===== src/rtl/mcycle_pkg.sv =====
// Shared definitions for the multi-cycle multiply/divide unit.
//   WIDTH_DEFAULT : default operand/result width
//   OP_*          : MCycleOp encodings
//   state_t       : controller states
//   cnt_width()   : iteration counter width for a given operand width
package mcycle_pkg;

  localparam int WIDTH_DEFAULT = 32;

  localparam logic [1:0] OP_SMUL = 2'b00;
  localparam logic [1:0] OP_UMUL = 2'b01;
  localparam logic [1:0] OP_SDIV = 2'b10;
  localparam logic [1:0] OP_UDIV = 2'b11;

  typedef enum logic [1:0] {
    IDLE      = 2'b00,
    COMPUTING = 2'b01,
    DONE      = 2'b10
  } state_t;

  // One extra bit so the counter can hold WIDTH itself.
  function automatic int cnt_width(input int w);
    return $clog2(w) + 1;
  endfunction

  function automatic logic op_is_div(input logic [1:0] op);
    return (op == OP_SDIV) || (op == OP_UDIV);
  endfunction

  function automatic logic op_is_signed(input logic [1:0] op);
    return (op == OP_SMUL) || (op == OP_SDIV);
  endfunction

endpackage


===== src/rtl/mcycle_iter.sv =====
// One combinational iteration of the shared multiply/divide datapath.
//   is_div : 1 = restoring shift-subtract step, 0 = shift-add step
//   hi     : product high word / partial remainder
//   lo     : multiplier bits (shifting out) / dividend bits shifting into quotient
//   opd    : multiplicand / divisor magnitude
//   hi_nx, lo_nx : register values after this step
module mcycle_iter #(
  parameter int WIDTH = 32
) (
  input  logic             is_div,
  input  logic [WIDTH-1:0] hi,
  input  logic [WIDTH-1:0] lo,
  input  logic [WIDTH-1:0] opd,
  output logic [WIDTH-1:0] hi_nx,
  output logic [WIDTH-1:0] lo_nx
);

  logic [WIDTH:0]   sum;
  logic [WIDTH:0]   shl;
  logic [WIDTH-1:0] dif;
  logic             ge;

  // Multiply: add multiplicand when the current multiplier bit is set, then
  // shift the whole {carry, hi, lo} right by one.
  assign sum = {1'b0, hi} + {1'b0, (lo[0] ? opd : '0)};

  // Divide: bring the next dividend bit into the partial remainder. The
  // remainder stays below the divisor, so the difference fits in WIDTH bits.
  assign shl = {hi, lo[WIDTH-1]};
  assign ge  = (shl >= {1'b0, opd});
  assign dif = shl[WIDTH-1:0] - opd;

  always_comb begin
    hi_nx = sum[WIDTH:1];
    lo_nx = {sum[0], lo[WIDTH-1:1]};
    if (is_div) begin
      hi_nx = ge ? dif : shl[WIDTH-1:0];
      lo_nx = {lo[WIDTH-2:0], ge};
    end
  end

endmodule


===== src/rtl/mcycle_unit.sv =====
// Iterative multiply/divide unit: one shift-add or shift-subtract step per
// clock, WIDTH steps per operation.
//   CLK, RESETn        : clock, async active-low reset
//   Start, MCycleOp    : request and operation (sampled only in IDLE)
//   Operand1, Operand2 : multiplicand/dividend, multiplier/divisor
//   Result1, Result2   : low product/quotient, high product/remainder
//   Busy               : stall request, high from Start through last step
//
// state     | meaning
// IDLE      | waiting for Start; operands latched on Start
// COMPUTING | one iteration per cycle; results registered on the last one
// DONE      | results valid for one cycle, Start ignored
module mcycle_unit
  import mcycle_pkg::*;
#(
  parameter int WIDTH = WIDTH_DEFAULT,
  parameter int OP_W  = 2
) (
  input  logic             CLK,
  input  logic             RESETn,
  input  logic             Start,
  input  logic [OP_W-1:0]  MCycleOp,
  input  logic [WIDTH-1:0] Operand1,
  input  logic [WIDTH-1:0] Operand2,
  output logic [WIDTH-1:0] Result1,
  output logic [WIDTH-1:0] Result2,
  output logic             Busy
);

  localparam int               CNT_W = cnt_width(WIDTH);
  localparam logic [CNT_W-1:0] LAST  = CNT_W'(WIDTH - 1);

  state_t state_q, state_d;

  logic [OP_W-1:0]  op_q;
  logic             s1_q, s2_q;
  logic [WIDTH-1:0] op1_q, opd_q, hi_q, lo_q, res1_q, res2_q;
  logic [CNT_W-1:0] cnt_q;

  logic             start_div, start_sgn, div, sgn, neg;
  logic [WIDTH-1:0] mag1, mag2;
  logic [WIDTH-1:0] hi_nx, lo_nx;
  logic [2*WIDTH-1:0] prod;
  logic [WIDTH-1:0] quo, rem, fin1, fin2;

  assign start_div = op_is_div(MCycleOp[1:0]);
  assign start_sgn = op_is_signed(MCycleOp[1:0]);
  assign div       = op_is_div(op_q[1:0]);
  assign sgn       = op_is_signed(op_q[1:0]);

  // The -2^(WIDTH-1) magnitude wraps to itself, which as an unsigned
  // magnitude is the right value.
  assign mag1 = (start_sgn && Operand1[WIDTH-1]) ? -Operand1 : Operand1;
  assign mag2 = (start_sgn && Operand2[WIDTH-1]) ? -Operand2 : Operand2;

  mcycle_iter #(.WIDTH(WIDTH)) u_iter (
    .is_div (div),
    .hi     (hi_q),
    .lo     (lo_q),
    .opd    (opd_q),
    .hi_nx  (hi_nx),
    .lo_nx  (lo_nx)
  );

  // Sign fix-up applied to the outcome of the final iteration.
  always_comb begin
    neg  = sgn & (s1_q ^ s2_q);
    prod = {hi_nx, lo_nx};
    if (neg) prod = -prod;
    quo = lo_nx;
    if (neg) quo = -quo;
    rem = hi_nx;
    if (sgn && s1_q) rem = -rem;
    fin1 = prod[WIDTH-1:0];
    fin2 = prod[2*WIDTH-1:WIDTH];
    if (div) begin
      if (opd_q == '0) begin
        fin1 = '1;
        fin2 = op1_q;
      end else begin
        fin1 = quo;
        fin2 = rem;
      end
    end
  end

  always_comb begin
    state_d = state_q;
    case (state_q)
      IDLE:      if (Start) state_d = COMPUTING;
      COMPUTING: if (cnt_q == LAST) state_d = DONE;
      DONE:      state_d = IDLE;
      default:   state_d = IDLE;
    endcase
  end

  always_ff @(posedge CLK or negedge RESETn) begin
    if (!RESETn) state_q <= IDLE;
    else         state_q <= state_d;
  end

  always_ff @(posedge CLK or negedge RESETn) begin
    if (!RESETn) begin
      op_q   <= '0;
      s1_q   <= 1'b0;
      s2_q   <= 1'b0;
      op1_q  <= '0;
      opd_q  <= '0;
      hi_q   <= '0;
      lo_q   <= '0;
      cnt_q  <= '0;
      res1_q <= '0;
      res2_q <= '0;
    end else begin
      case (state_q)
        IDLE: begin
          if (Start) begin
            op_q  <= MCycleOp;
            s1_q  <= Operand1[WIDTH-1];
            s2_q  <= Operand2[WIDTH-1];
            op1_q <= Operand1;
            hi_q  <= '0;
            cnt_q <= '0;
            if (start_div) begin
              lo_q  <= mag1;
              opd_q <= mag2;
            end else begin
              lo_q  <= mag2;
              opd_q <= mag1;
            end
          end
        end
        COMPUTING: begin
          hi_q  <= hi_nx;
          lo_q  <= lo_nx;
          cnt_q <= cnt_q + CNT_W'(1);
          if (cnt_q == LAST) begin
            res1_q <= fin1;
            res2_q <= fin2;
          end
        end
        default: ;
      endcase
    end
  end

  assign Result1 = res1_q;
  assign Result2 = res2_q;
  assign Busy    = RESETn & ((state_q == COMPUTING) | ((state_q == IDLE) & Start));

endmodule


===== config.mk =====
export PLATFORM = sky130hd
export DESIGN_NAME = mcycle_unit
export DESIGN_NICKNAME = d
export VERILOG_FILES = /design/src/rtl/mcycle_pkg.sv /design/src/rtl/mcycle_iter.sv /design/src/rtl/mcycle_unit.sv
export SDC_FILE = /design/constraint.sdc
export NUM_CORES = 1
export LEC_CHECK = 0
export BUFFER_PORTS_ARGS = -buffer_cell sky130_fd_sc_hd__buf_2
export CAP_MARGIN = 30
export CORE_ASPECT_RATIO = 1.4
export CORE_MARGIN = 1
export CORE_UTILIZATION = 55
export CTS_CLUSTER_DIAMETER = 80
export DETAILED_ROUTE_END_ITERATION = 7
export GPL_TIMING_DRIVEN = 0
export PLACE_DENSITY = 0.74
export SKIP_LAST_GASP = 1
export SLEW_MARGIN = 0
export SYNTH_ARGS = -nofsm -noshare
export SYNTH_HDL_FRONTEND = slang
export SYNTH_SLANG_ARGS = --single-unit

===== constraint.sdc =====
create_clock -name CLK -period 12.8 [get_ports CLK]
set_input_delay 2.56 -clock CLK [delete_from_list [all_inputs] [get_ports CLK]]
set_output_delay 2.56 -clock CLK [all_outputs]
set_load 0.005 [all_outputs]

==> impl_metrics.csv, run 1 <==
group,metric,value,unit
clocking,cts_resized,0,
critical_path,criticalPathCategory,"in -> out",
floorplan,top_level_ports,134,
critical_path,ff2ff_setup_slack,6280,ps
global_routing,number_of_global_route_vias_before_repair,18830,
routing,route.vias.total,19380,
hold_path,worstHoldStart,"Result2[26]$_DFFE_PN0P_",
floorplan,core_area,31600,µm²
global_routing,number_of_antenna_violations_at_the_first_check_in_global_routing,3,
final_layout,final_layout_net_count,2561,
clocking,tritoncts_num_sinks,203,
global_routing,globalRouteOverflowTotal,0,
critical_path,rr_startpoint,"opd_q[26]$_DFFE_PN0P_",
global_routing,grt_start_max_net_pins,126,
clocking,post-cts-setup-buffer-count,0,
sta,finalHoldViolations,0,
floorplan,floorplan.die.height,214.1,µm
sta,post-route-period-util,51.68,%
critical_path,critical_path_depth,6,
final_layout,most_used_cells_in_the_layout_excluding_fill_and_tap_cells,"346 x sky130_fd_sc_hd__nand2_1, 203 x sky130_fd_sc_hd__dfrtp_1, 189 x sky130_fd_sc_hd__o21ai_0",
logic_synthesis,count_of_flip_flops_with_a_built_in_enable_after_synthesis,0,
clocking,hold_buffers,0,
critical_path,critical_path_required,10240,ps
logic_synthesis,post_synth_main_area_contributors,"sky130_fd_sc_hd__dfrtp_1 29%, sky130_fd_sc_hd__nand2_1 7.4%, sky130_fd_sc_hd__xnor2_1 5.9%",
routing,routedWlPerCell,27.62,µm
logic_synthesis,synth_ff_type,"sky130_fd_sc_hd__dfrtp_1",
floorplan,floorplan.die.width,153.5,µm
pwr,clock_power_share,10.7,%
pwr,switching_power,3397,µW
clocking,clockBufferDepth,3,
routing,routed_wirelength,78180,µm
routing,ant_nets,0,
sta,drv_slew,0,
hold_path,hold_path.class,"reg -> reg",
logic_synthesis,postSynthNetCount,2401,
routing,ratio_of_routed_vias_to_standard_cells,6.846,
clocking,htree_num_levels,1,
critical_path,cp_top_family,"simple AND/OR/NAND/NOR gates",
placement,placed_cells,2791,
final_layout,layout.cells.non_filler,2831,
logic_synthesis,synth.cell_area,17670,µm²
clocking,clkSlewWorstSetupHoldPaths,60,ps
placement,detailedPlacementHpwl,61810,µm
final_layout,final_common_cell,"sky130_fd_sc_hd__nand2_1",
pwr,irDropWorstVdd,141.5,µV
pwr,power_density,308.1,nW/µm²
hold_path,hold_depth,2,
placement,place_congestion,1.070,
sta,timing_worst_slew_pin_value,1064,ps
critical_path,cpMaxStageDelayCell,"sky130_fd_sc_hd__nor2_1",
logic_synthesis,synth_top_cell_area_share,28.75,%
hold_path,hold_worst_path_end,"Result2[26]$_DFFE_PN0P_",
status,outcome,"complete, no violations",
critical_path,timing.critical_path.mode_cell,"sky130_fd_sc_hd__buf_2",
sta,worst_clock_skew,20.58,ps
clocking,cts-buffers-inserted,22,
floorplan,placementRows,77,
global_routing,grt_usage,47.15,%
placement,io_buffers,132,
critical_path,timing.critical_path.cells,"buf_2, and2_1, clkbuf_1, nor2_1, nor2b_1, buf_2",
floorplan,initial_utilization,55.92,%
clocking,clock-root-buffer,"sky130_fd_sc_hd__clkbuf_16",
clocking,clkLatencyLatePin,540,ps
floorplan,dieArea,32860,µm²
critical_path,reg_to_reg_critical_path_endpoint,"Result2[20]$_DFFE_PN0P_",
sta,max_freq,0.1512,GHz
sta,hold_ws,477.9,ps
pwr,p_int,2643,µW
critical_path,critPathLaunchType,"input pin",
pwr,p_sw_share,56.24,%
critical_path,critical_path.n_buffers_inverters,3,
critical_path,critPathArrivalTime,4050,ps
sta,timing.final.crit_period,6615,ps
logic_synthesis,ys_seq_area_share,28.75,%
final_layout,post_route_cells_drive_above_1_share,10.88,%
pwr,static_leakage,0.008319,µW
logic_synthesis,async_reset_ff_share,100.0,%
critical_path,path_max_fanout,10,
run,cap_violations,0,
pwr,p_comb_share,70.7,%
critical_path,register_to_register_path_depth,22,
logic_synthesis,syn_inst,2261,
global_routing,grt_pass1_wl,114700,µm
logic_synthesis,yosys.cell_types.count,111,
final_layout,area_growth_syn_to_layout,10.95,%
routing,drc,0,
routing,drt_first_iter_violations,2013,
sta,setup_tns,0,ps
logic_synthesis,synth_seq_cells,203,
critical_path,timing.critical_path.to_type,"output port",
pwr,power_frac_seq,18.6,%
final_layout,n_fill_cell,2909,
routing,drtPass1Iterations,6,
sta,finalSetupViolCount,0,
clocking,tritoncts,"yes",
sta,setup_repair_after_global_routing_missed_its_margin,"false",
logic_synthesis,synthesis.yosys.warnings,0,
critical_path,crit_path_max_incr_delay,690,ps
logic_synthesis,netlist.top_cell.by_area,"sky130_fd_sc_hd__dfrtp_1",
logic_synthesis,postSynthAreaPerCell,7.815,µm²
sta,worst_slew_margin_rel,28.35,%
## synth_stat cells (10+ instances only)
master / n
sky130_fd_sc_hd__a21o_1: 22
sky130_fd_sc_hd__o211ai_1: 28
sky130_fd_sc_hd__a31oi_1: 47
sky130_fd_sc_hd__buf_1: 16
sky130_fd_sc_hd__nand4_1: 22
sky130_fd_sc_hd__clkbuf_1: 91
sky130_fd_sc_hd__ha_1: 69
sky130_fd_sc_hd__nor4_1: 25
sky130_fd_sc_hd__buf_2: 19
sky130_fd_sc_hd__o221ai_1: 34
sky130_fd_sc_hd__mux2i_1: 49
sky130_fd_sc_hd__o22a_1: 26
sky130_fd_sc_hd__a41oi_1: 13
sky130_fd_sc_hd__o31ai_1: 19
sky130_fd_sc_hd__and3_1: 17
sky130_fd_sc_hd__xor2_1: 63
sky130_fd_sc_hd__nand2_1: 346
sky130_fd_sc_hd__nand2b_1: 14
sky130_fd_sc_hd__xnor2_1: 119
sky130_fd_sc_hd__and2_1: 52
sky130_fd_sc_hd__o22ai_1: 12
sky130_fd_sc_hd__dfrtp_1: 203
sky130_fd_sc_hd__nor3_1: 40
sky130_fd_sc_hd__a21oi_1: 175
sky130_fd_sc_hd__o21ai_0: 189
sky130_fd_sc_hd__nor2_1: 168
sky130_fd_sc_hd__nand3_1: 77
sky130_fd_sc_hd__inv_1: 71
sky130_fd_sc_hd__a211oi_1: 14
sky130_fd_sc_hd__o21a_1: 12
sky130_fd_sc_hd__or3_1: 10
sky130_fd_sc_hd__nor2b_1: 15
## layout make-up
cell class	instances	area, µm²	area share, %
clock inverter	6	42.54	0.2170
antenna	1	2.502	0.01276
buffer	137	595.6	3.038
clock buffer	32	669.4	3.415
sequential	203	5080	25.91
inverter	72	270.3	1.379
tap	395	494.2	2.521
timing repair buffer	136	725.7	3.702
multi-input combinational	1849	11720	59.80
## power groups by stage
stage	clock (µW)	combinational, µW	sequential [µW]
2_1_floorplan	0	2860	972
3_3_place_gp	0	4020	1100
3_5_place_dp	0	4060	1110
4_1_cts	645	4100	1100
5_1_grt	666	4510	1120
6_report	646	4270	1120
## state kept, by name (all words and copies together), names as in the netlist, 6 cells and up
signal   cells
op1_q       31
hi_q        32
Result2     32
Result1     32
lo_q        32
cnt_q        6
opd_q       32
## per-layer routing
metal  global-route usage [%]  vias up  part of all wire (%)
met5                   0.1488        -                 0.014
met3                    8.610      473                   8.8
met1                    49.35     9131                    33
li1                         -     8513                     -
met2                    77.50     1262                    46
met4                    48.83        2                    12
## stage by stage
step	total power [µW]	setup slack, ps	area, µm²	utilization, %
2_1_floorplan	3837	6971	17670	-
3_3_place_gp	5121	3828	18820	59.57
3_5_place_dp	5171	6224	18880	59.76
4_1_cts	5841	6226	19600	62.01
5_1_grt	6299	6076	19600	62.03
6_report	6040	6185	19600	62.04
## tightest hold or removal path, stage by stage, from the launching register on
cell	delay, ps
sky130_fd_sc_hd__dfrtp_1	340
sky130_fd_sc_hd__nand2_1	50
sky130_fd_sc_hd__nand3_1	50
## worst max path at each step
stage | end | startpoint | slack, ps
finish | Busy | Start | 6190
global route | Busy | RESETn | 6080
detailed placement | Busy | RESETn | 6220
CTS | Busy | RESETn | 6230
global placement | Busy | RESETn | 3830
floorplan | Busy | Start | 6970
## kinds of logic after synthesis
family	synth area share, %
buffers and inverters	4.900
DFF	28.75
muxes	3.031
and+or+nand+nor	22.42
AOI/OAI and AO/OA	26.77
xor gates and xnor gates	9.021
adders and majority gates	5.113
Note: power is estimated with default switching activity, not from simulation.
==> run 2, diff against run 1 <==
PLACE_DENSITY = 0.77   (was 0.74)
clock period = 5.47 ns   (was 12.8 ns; I/O delays follow)
==> run 2 against run 1 <==
  * Routed wire length increased by 1.4%
  * Clock skew increased by 5.8 ps
  * Register-to-register slack got worse by 6300 ps
  * Non-clock buffer count increased by 7
  * Sequential cell count unchanged
  * Count of clock-buffer cells in the layout decreased by 7
  * Utilization increased by 0.67 points
  * Power increased by 140%
  * Via count increased by 0.95%
  * Critical path type is now reg -> reg
  * Largest cell class unchanged
  * Largest power group unchanged
==> impl_metrics.csv, run 2 (synthesized netlist as in run 1, its figures left out) <==
group,metric,value,unit
status,outcome,"complete, no violations",
global_routing,grt_start_max_net_pins,118,
placement,placed_cells,2790,
clocking,clock-root-buffer,"sky130_fd_sc_hd__clkbuf_16",
floorplan,top_level_ports,134,
critical_path,criticalPathCategory,"reg -> reg",
floorplan,dieArea,32860,µm²
global_routing,number_of_global_route_vias_before_repair,19200,
routing,ratio_of_routed_vias_to_standard_cells,6.894,
global_routing,grt_usage,48.03,%
final_layout,n_fill_cell,2848,
pwr,static_leakage,0.008415,µW
placement,place_congestion,1.053,
sta,setup_tns,0,ps
critical_path,reg_to_reg_critical_path_endpoint,"Result2[20]$_DFFE_PN0P_",
clocking,clkSlewWorstSetupHoldPaths,60,ps
sta,timing_worst_slew_pin_value,1072,ps
sta,timing.final.crit_period,5455,ps
routing,ant_nets,0,
clocking,htree_num_levels,1,
floorplan,floorplan.die.width,153.5,µm
sta,drv_slew,0,
critical_path,timing.critical_path.to_type,"flop",
final_layout,most_used_cells_in_the_layout_excluding_fill_and_tap_cells,"346 x sky130_fd_sc_hd__nand2_1, 196 x sky130_fd_sc_hd__dfrtp_1, 189 x sky130_fd_sc_hd__o21ai_0",
final_layout,post_route_cells_drive_above_1_share,12.20,%
final_layout,num_antenna_cells,0,
hold_path,hold_path.class,"reg -> reg",
placement,detailedPlacementHpwl,62610,µm
critical_path,cp-endpoint,"Result2[20]$_DFFE_PN0P_",
clocking,cts-buffers-inserted,22,
final_layout,area_growth_syn_to_layout,12.14,%
global_routing,grt_pass1_wl,117100,µm
routing,drtPass1Iterations,6,
routing,drt_first_iter_violations,1973,
clocking,tritoncts_num_sinks,203,
routing,drc,0,
sta,finalHoldViolations,0,
sta,max_freq,0.1833,GHz
routing,route.vias.total,19570,
routing,routedWlPerCell,27.94,µm
clocking,hold_buffers,0,
sta,worst_clock_skew,26.34,ps
global_routing,globalRouteOverflowTotal,0,
pwr,power_density,732.1,nW/µm²
sta,setup_repair_after_global_routing_missed_its_margin,"true",
run,cap_violations,0,
final_layout,final_layout_net_count,2568,
critical_path,ff2ff_setup_slack,10,ps
final_layout,layout.cells.non_filler,2838,
global_routing,number_of_antenna_violations_at_the_first_check_in_global_routing,2,
sta,postLayoutSetupSlackWorst,14.78,ps
floorplan,initial_utilization,55.92,%
sta,finalSetupViolCount,0,
sta,post-route-period-util,99.73,%
critical_path,critical_path_required,5870,ps
pwr,irDropWorstVdd,535.9,µV
final_layout,final_common_cell,"sky130_fd_sc_hd__nand2_1",
sta,hold_ws,482.5,ps
floorplan,core_area,31600,µm²
placement,io_buffers,132,
critical_path,register_to_register_path_depth,21,
sta,worst_slew_margin_rel,28.51,%
placement,post-place-ws,-1051,ps
floorplan,floorplan.die.height,214.1,µm
critical_path,critPathLaunchType,"flop",
clocking,clkLatencyLatePin,550,ps
critical_path,critPathArrivalTime,5860,ps
critical_path,rr_startpoint,"opd_q[26]$_DFFE_PN0P_",
routing,routed_wirelength,79290,µm
critical_path,path_max_fanout,10,
clocking,tritoncts,"yes",
critical_path,startpoint,"opd_q[26]$_DFFE_PN0P_",
clocking,clockBufferDepth,3,
floorplan,placementRows,77,
## run 2: changes by cell type in the layout (fill, tap and decap cells not counted), sizes merged
cell | previous run | this run
clkinv | 5 | 8
bufinv | 0 | 4
buf | 180 | 188
clkinvlp | 1 | 2
clkbuf | 125 | 117
diode | 1 | 0
## run 2: timing repair
action                     CTS  global route
gates resized for setup      8            17
setup endpoints to repair   18            17
pin swaps                    2             6
buffers inserted             2             7
## run 2: worst min-delay path by stage
| stage | slack (ps) | depth (start not counted) | start | end |
|---|---|---|---|---|
| after detailed placement | 470 | 2 | Result2[7]$_DFFE_PN0P_ | Result2[7]$_DFFE_PN0P_ |
| after global routing | 490 | 1 | Result2[6]$_DFFE_PN0P_ | Result2[6]$_DFFE_PN0P_ |
| after CTS | 480 | 2 | Result2[7]$_DFFE_PN0P_ | Result2[7]$_DFFE_PN0P_ |
| final | 480 | 2 | Result2[7]$_DFFE_PN0P_ | Result2[7]$_DFFE_PN0P_ |
| after global placement | 460 | 1 | Result2[3]$_DFFE_PN0P_ | Result2[3]$_DFFE_PN0P_ |
| after floorplan | 440 | 2 | op1_q[12]$_DFFE_PN0P_ | op1_q[12]$_DFFE_PN0P_ |
## run 2: per-stage QoR
stage	cell area (µm²)	util, %	power, µW
floorplan	17670	-	8978
global placement	18820	59.57	12010
detailed placement	18880	59.74	12150
CTS	19700	62.35	13870
global route	19810	62.70	15150
finish	19810	62.70	14510
## run 2: critical path, stage by stage, from the launching register on
cell and delay [ps]:
sky130_fd_sc_hd__dfrtp_2 460, sky130_fd_sc_hd__inv_1 80, sky130_fd_sc_hd__ha_1 410, sky130_fd_sc_hd__a21oi_1 250, sky130_fd_sc_hd__o21ai_0 160, sky130_fd_sc_hd__a22oi_2 330, sky130_fd_sc_hd__and3_4 270, sky130_fd_sc_hd__buf_6 170
sky130_fd_sc_hd__nand3_2 180, sky130_fd_sc_hd__o21a_4 230, sky130_fd_sc_hd__inv_1 180, sky130_fd_sc_hd__ha_2 290, sky130_fd_sc_hd__o2111ai_1 170, sky130_fd_sc_hd__nor2_2 260, sky130_fd_sc_hd__nand4_1 210, sky130_fd_sc_hd__nor3_4 240
sky130_fd_sc_hd__nand2_1 160, sky130_fd_sc_hd__nor3_4 220, sky130_fd_sc_hd__and2_1 180, sky130_fd_sc_hd__a41oi_1 180, sky130_fd_sc_hd__xnor2_2 520, sky130_fd_sc_hd__o211ai_1 150
## run 2: area by class of cell
type	instances	area, µm²	share of cell area, %
Multi-Input combinational cell	1849	11800	59.57
Buffer	136	593.1	2.993
Clock buffer	25	593.1	2.993
Clock inverter	14	186.4	0.9409
Sequential cell	203	5089	25.68
Inverter	72	270.3	1.364
Timing Repair Buffer	144	785.8	3.966
Tap cell	395	494.2	2.494
## run 2: where the power goes
group | leakage, µW | internal [µW] | switching (µW) | total, µW
Clock | 0.000381 | 972 | 686 | 1660
Combinational | 0.00565 | 3450 | 6800 | 10200
Sequential | 0.00238 | 1940 | 659 | 2600
## run 2: routing by layer
metal	vias to the layer above	GRT usage [%]	share of wire, %
li1	8517	-	-
met4	2	51.27	12
met1	9242	48.83	32
met3	478	11.12	9.3
met5	-	0	0.016
met2	1327	78.20	46
==> run 3, diff against run 2 <==
GPL_TIMING_DRIVEN = not set   (was 0)
SLEW_MARGIN = 40   (was 0)
==> run 3 against run 2 <==
  * Via count decreased by 6.5%
  * Combinational power decreased by 4%
  * Clock skew increased by 8.9 ps
  * Die area unchanged
  * Fmax increased by 6.2%
  * Routed wire length decreased by 14%
  * Worst hold slack got worse by 4.7 ps
  * Count of clock-buffer cells in the layout increased by 8
  * Sequential cell count unchanged
==> impl_metrics.csv, run 3 (synthesized netlist as in run 1, its figures left out) <==
group,metric,value,unit
status,outcome,"complete, no violations",
placement,io_buffers,133,
routing,ratio_of_routed_vias_to_standard_cells,6.675,
placement,place_congestion,1.054,
final_layout,layout.cells.non_filler,2740,
routing,drtPass1Iterations,6,
floorplan,top_level_ports,134,
sta,timing.final.crit_period,5139,ps
run,cap_violations,0,
final_layout,register_area,5084,µm²
critical_path,critPathLaunchType,"flop",
routing,drc,0,
critical_path,cpMaxStageDelayCell,"sky130_fd_sc_hd__ha_1",
clocking,clkLatencyLatePin,550,ps
global_routing,number_of_antenna_violations_at_the_first_check_in_global_routing,4,
final_layout,multi_input_area,11770,µm²
critical_path,critPathArrivalTime,5560,ps
floorplan,initial_utilization,55.92,%
final_layout,area_growth_syn_to_layout,9.822,%
final_layout,post_route_cells_drive_above_1_share,12.30,%
routing,route.vias.total,18290,
sta,timing_worst_slew_pin_value,902.5,ps
sta,finalSetupViolCount,0,
hold_path,hold_path.class,"reg -> reg",
pwr,static_leakage,0.008262,µW
critical_path,timing.critical_path.cells,"ha_1, nand4_1, nor4_2, nand3_1, and3_4, buf_4, nand2_2, a311o_1, buf_4, nand2_1, nor3_4, and2_4, and3_4, mux2_1, a221oi_1, o22ai_1",
placement,placed_cells,2694,
sta,setup_tns,0,ps
clocking,tritoncts,"yes",
clocking,clkSlewWorstSetupHoldPaths,70,ps
floorplan,placementRows,77,
clocking,htree_num_levels,1,
final_layout,n_fill_cell,2905,
routing,drt_first_iter_violations,1776,
critical_path,critical_path_required,5890,ps
global_routing,grt_pass1_wl,103800,µm
critical_path,crit_path_max_incr_delay,540,ps
sta,max_freq,0.1946,GHz
clocking,clockBufferDepth,3,
final_layout,final_layout_net_count,2465,
sta,drv_slew,0,
sta,finalHoldViolations,0,
global_routing,grt_usage,41.21,%
global_routing,globalRouteOverflowTotal,0,
critical_path,criticalPathCategory,"reg -> reg",
floorplan,core_area,31600,µm²
clocking,cts-buffers-inserted,23,
sta,post-route-period-util,93.95,%
pwr,power_density,718.9,nW/µm²
critical_path,path_max_fanout,17,
clocking,clock-root-buffer,"sky130_fd_sc_hd__clkbuf_16",
placement,detailedPlacementHpwl,52140,µm
floorplan,dieArea,32860,µm²
routing,ant_nets,0,
routing,routedWlPerCell,24.78,µm
critical_path,timing.critical_path.to_type,"flop",
pwr,irDropWorstVdd,343.6,µV
sta,worst_slew_margin_rel,39.28,%
floorplan,floorplan.die.width,153.5,µm
sta,worst_clock_skew,35.28,ps
sta,setup_repair_after_global_routing_missed_its_margin,"false",
routing,routed_wirelength,67900,µm
clocking,tritoncts_num_sinks,203,
global_routing,grt_start_max_net_pins,124,
final_layout,final_common_cell,"sky130_fd_sc_hd__nand2_1",
floorplan,floorplan.die.height,214.1,µm
global_routing,number_of_global_route_vias_before_repair,17530,
final_layout,most_used_cells_in_the_layout_excluding_fill_and_tap_cells,"344 x sky130_fd_sc_hd__nand2_1, 202 x sky130_fd_sc_hd__dfrtp_1, 189 x sky130_fd_sc_hd__o21ai_0",
==> run 3: cell count changes in the layout (fill, tap and decap cells not counted), moves of 6 or more <==
cell and delta:
sky130_fd_sc_hd__buf_1 -15, sky130_fd_sc_hd__buf_2 -19, sky130_fd_sc_hd__buf_4 +27, sky130_fd_sc_hd__clkbuf_1 -87, sky130_fd_sc_hd__clkbuf_8 +6, sky130_fd_sc_hd__dfrtp_1 +6
sky130_fd_sc_hd__dfrtp_2 -7
==> run 3: cell type report <==
class,count,share of cell area [%]
repair buffers,176,5.178
flip-flops and latches,203,26.20
well taps,395,2.547
clock buffers,33,3.469
inverters,72,1.393
clock inverters,9,0.5481
multi-input cells,1849,60.63
diodes,3,0.03869
==> run 3: worst paths after layout <==
path / to / from / depth (start not counted) / slack [ps]
worst max-delay path: Result2[23]$_DFFE_PN0P_ / hi_q[8]$_DFFE_PN0P_ / 16 / 330
worst min-delay path: Result2[0]$_DFFE_PN0P_ / Result2[0]$_DFFE_PN0P_ / 2 / 480
worst max register to register: Result2[23]$_DFFE_PN0P_ / hi_q[8]$_DFFE_PN0P_ / 16 / 330
worst min register to register: Result2[0]$_DFFE_PN0P_ / Result2[0]$_DFFE_PN0P_ / 2 / 480
max in group asynchronous: opd_q[23]$_DFFE_PN0P_ / RESETn / 2 / 3840
min in group asynchronous: Result2[21]$_DFFE_PN0P_ / RESETn / 1 / 510
==> run 3: worst max-delay path, delay by kind of cell (launching register included) <==
family / cells / cell delay (ps)
multiplexers: 1 / 330
adder cells (fa/ha/maj): 1 / 540
AND/OR/NAND/NOR: 9 / 2360
buffers and inverters: 2 / 460
AO/OA/AOI/OAI: 3 / 880
flip-flops: 1 / 440
==> run 3: what timing repair did <==
action                                  in CTS  in global routing
hold buffers                                 0                  0
endpoints found under the setup margin       0                  1
hold endpoints to repair                     0                  0
gates resized for setup                      0                  1
setup buffers                                0                  0
==> run 3: metrics by stage <==
step,area (µm²),power (µW),setup slack (ps),hold slack (ps),utilization (%)
floorplan,17670,8978,1180,440.4,-
global placement,18580,11810,476.0,459.6,58.80
detailed placement,18600,11900,384.0,462.7,58.86
CTS,19380,13570,357.3,479.3,61.32
global route,19400,14710,51.84,488.6,61.38
finish,19400,13950,330.9,477.7,61.41
==> run 3: where the power goes <==
group | internal, µW | switching (µW)
clock network | 951 | 672
registers | 1940 | 607
logic | 3460 | 6320
==> run 3: per-layer routing <==
metal | routed length, µm | GRT usage, % | vias to the layer above
met2 | 32010 | 68.14 | 965
met1 | 24330 | 46.60 | 8730
met4 | 6494 | 34.30 | 0
li1 | - | - | 8306
met5 | 0 | 0 | -
met3 | 5060 | 6.730 | 289
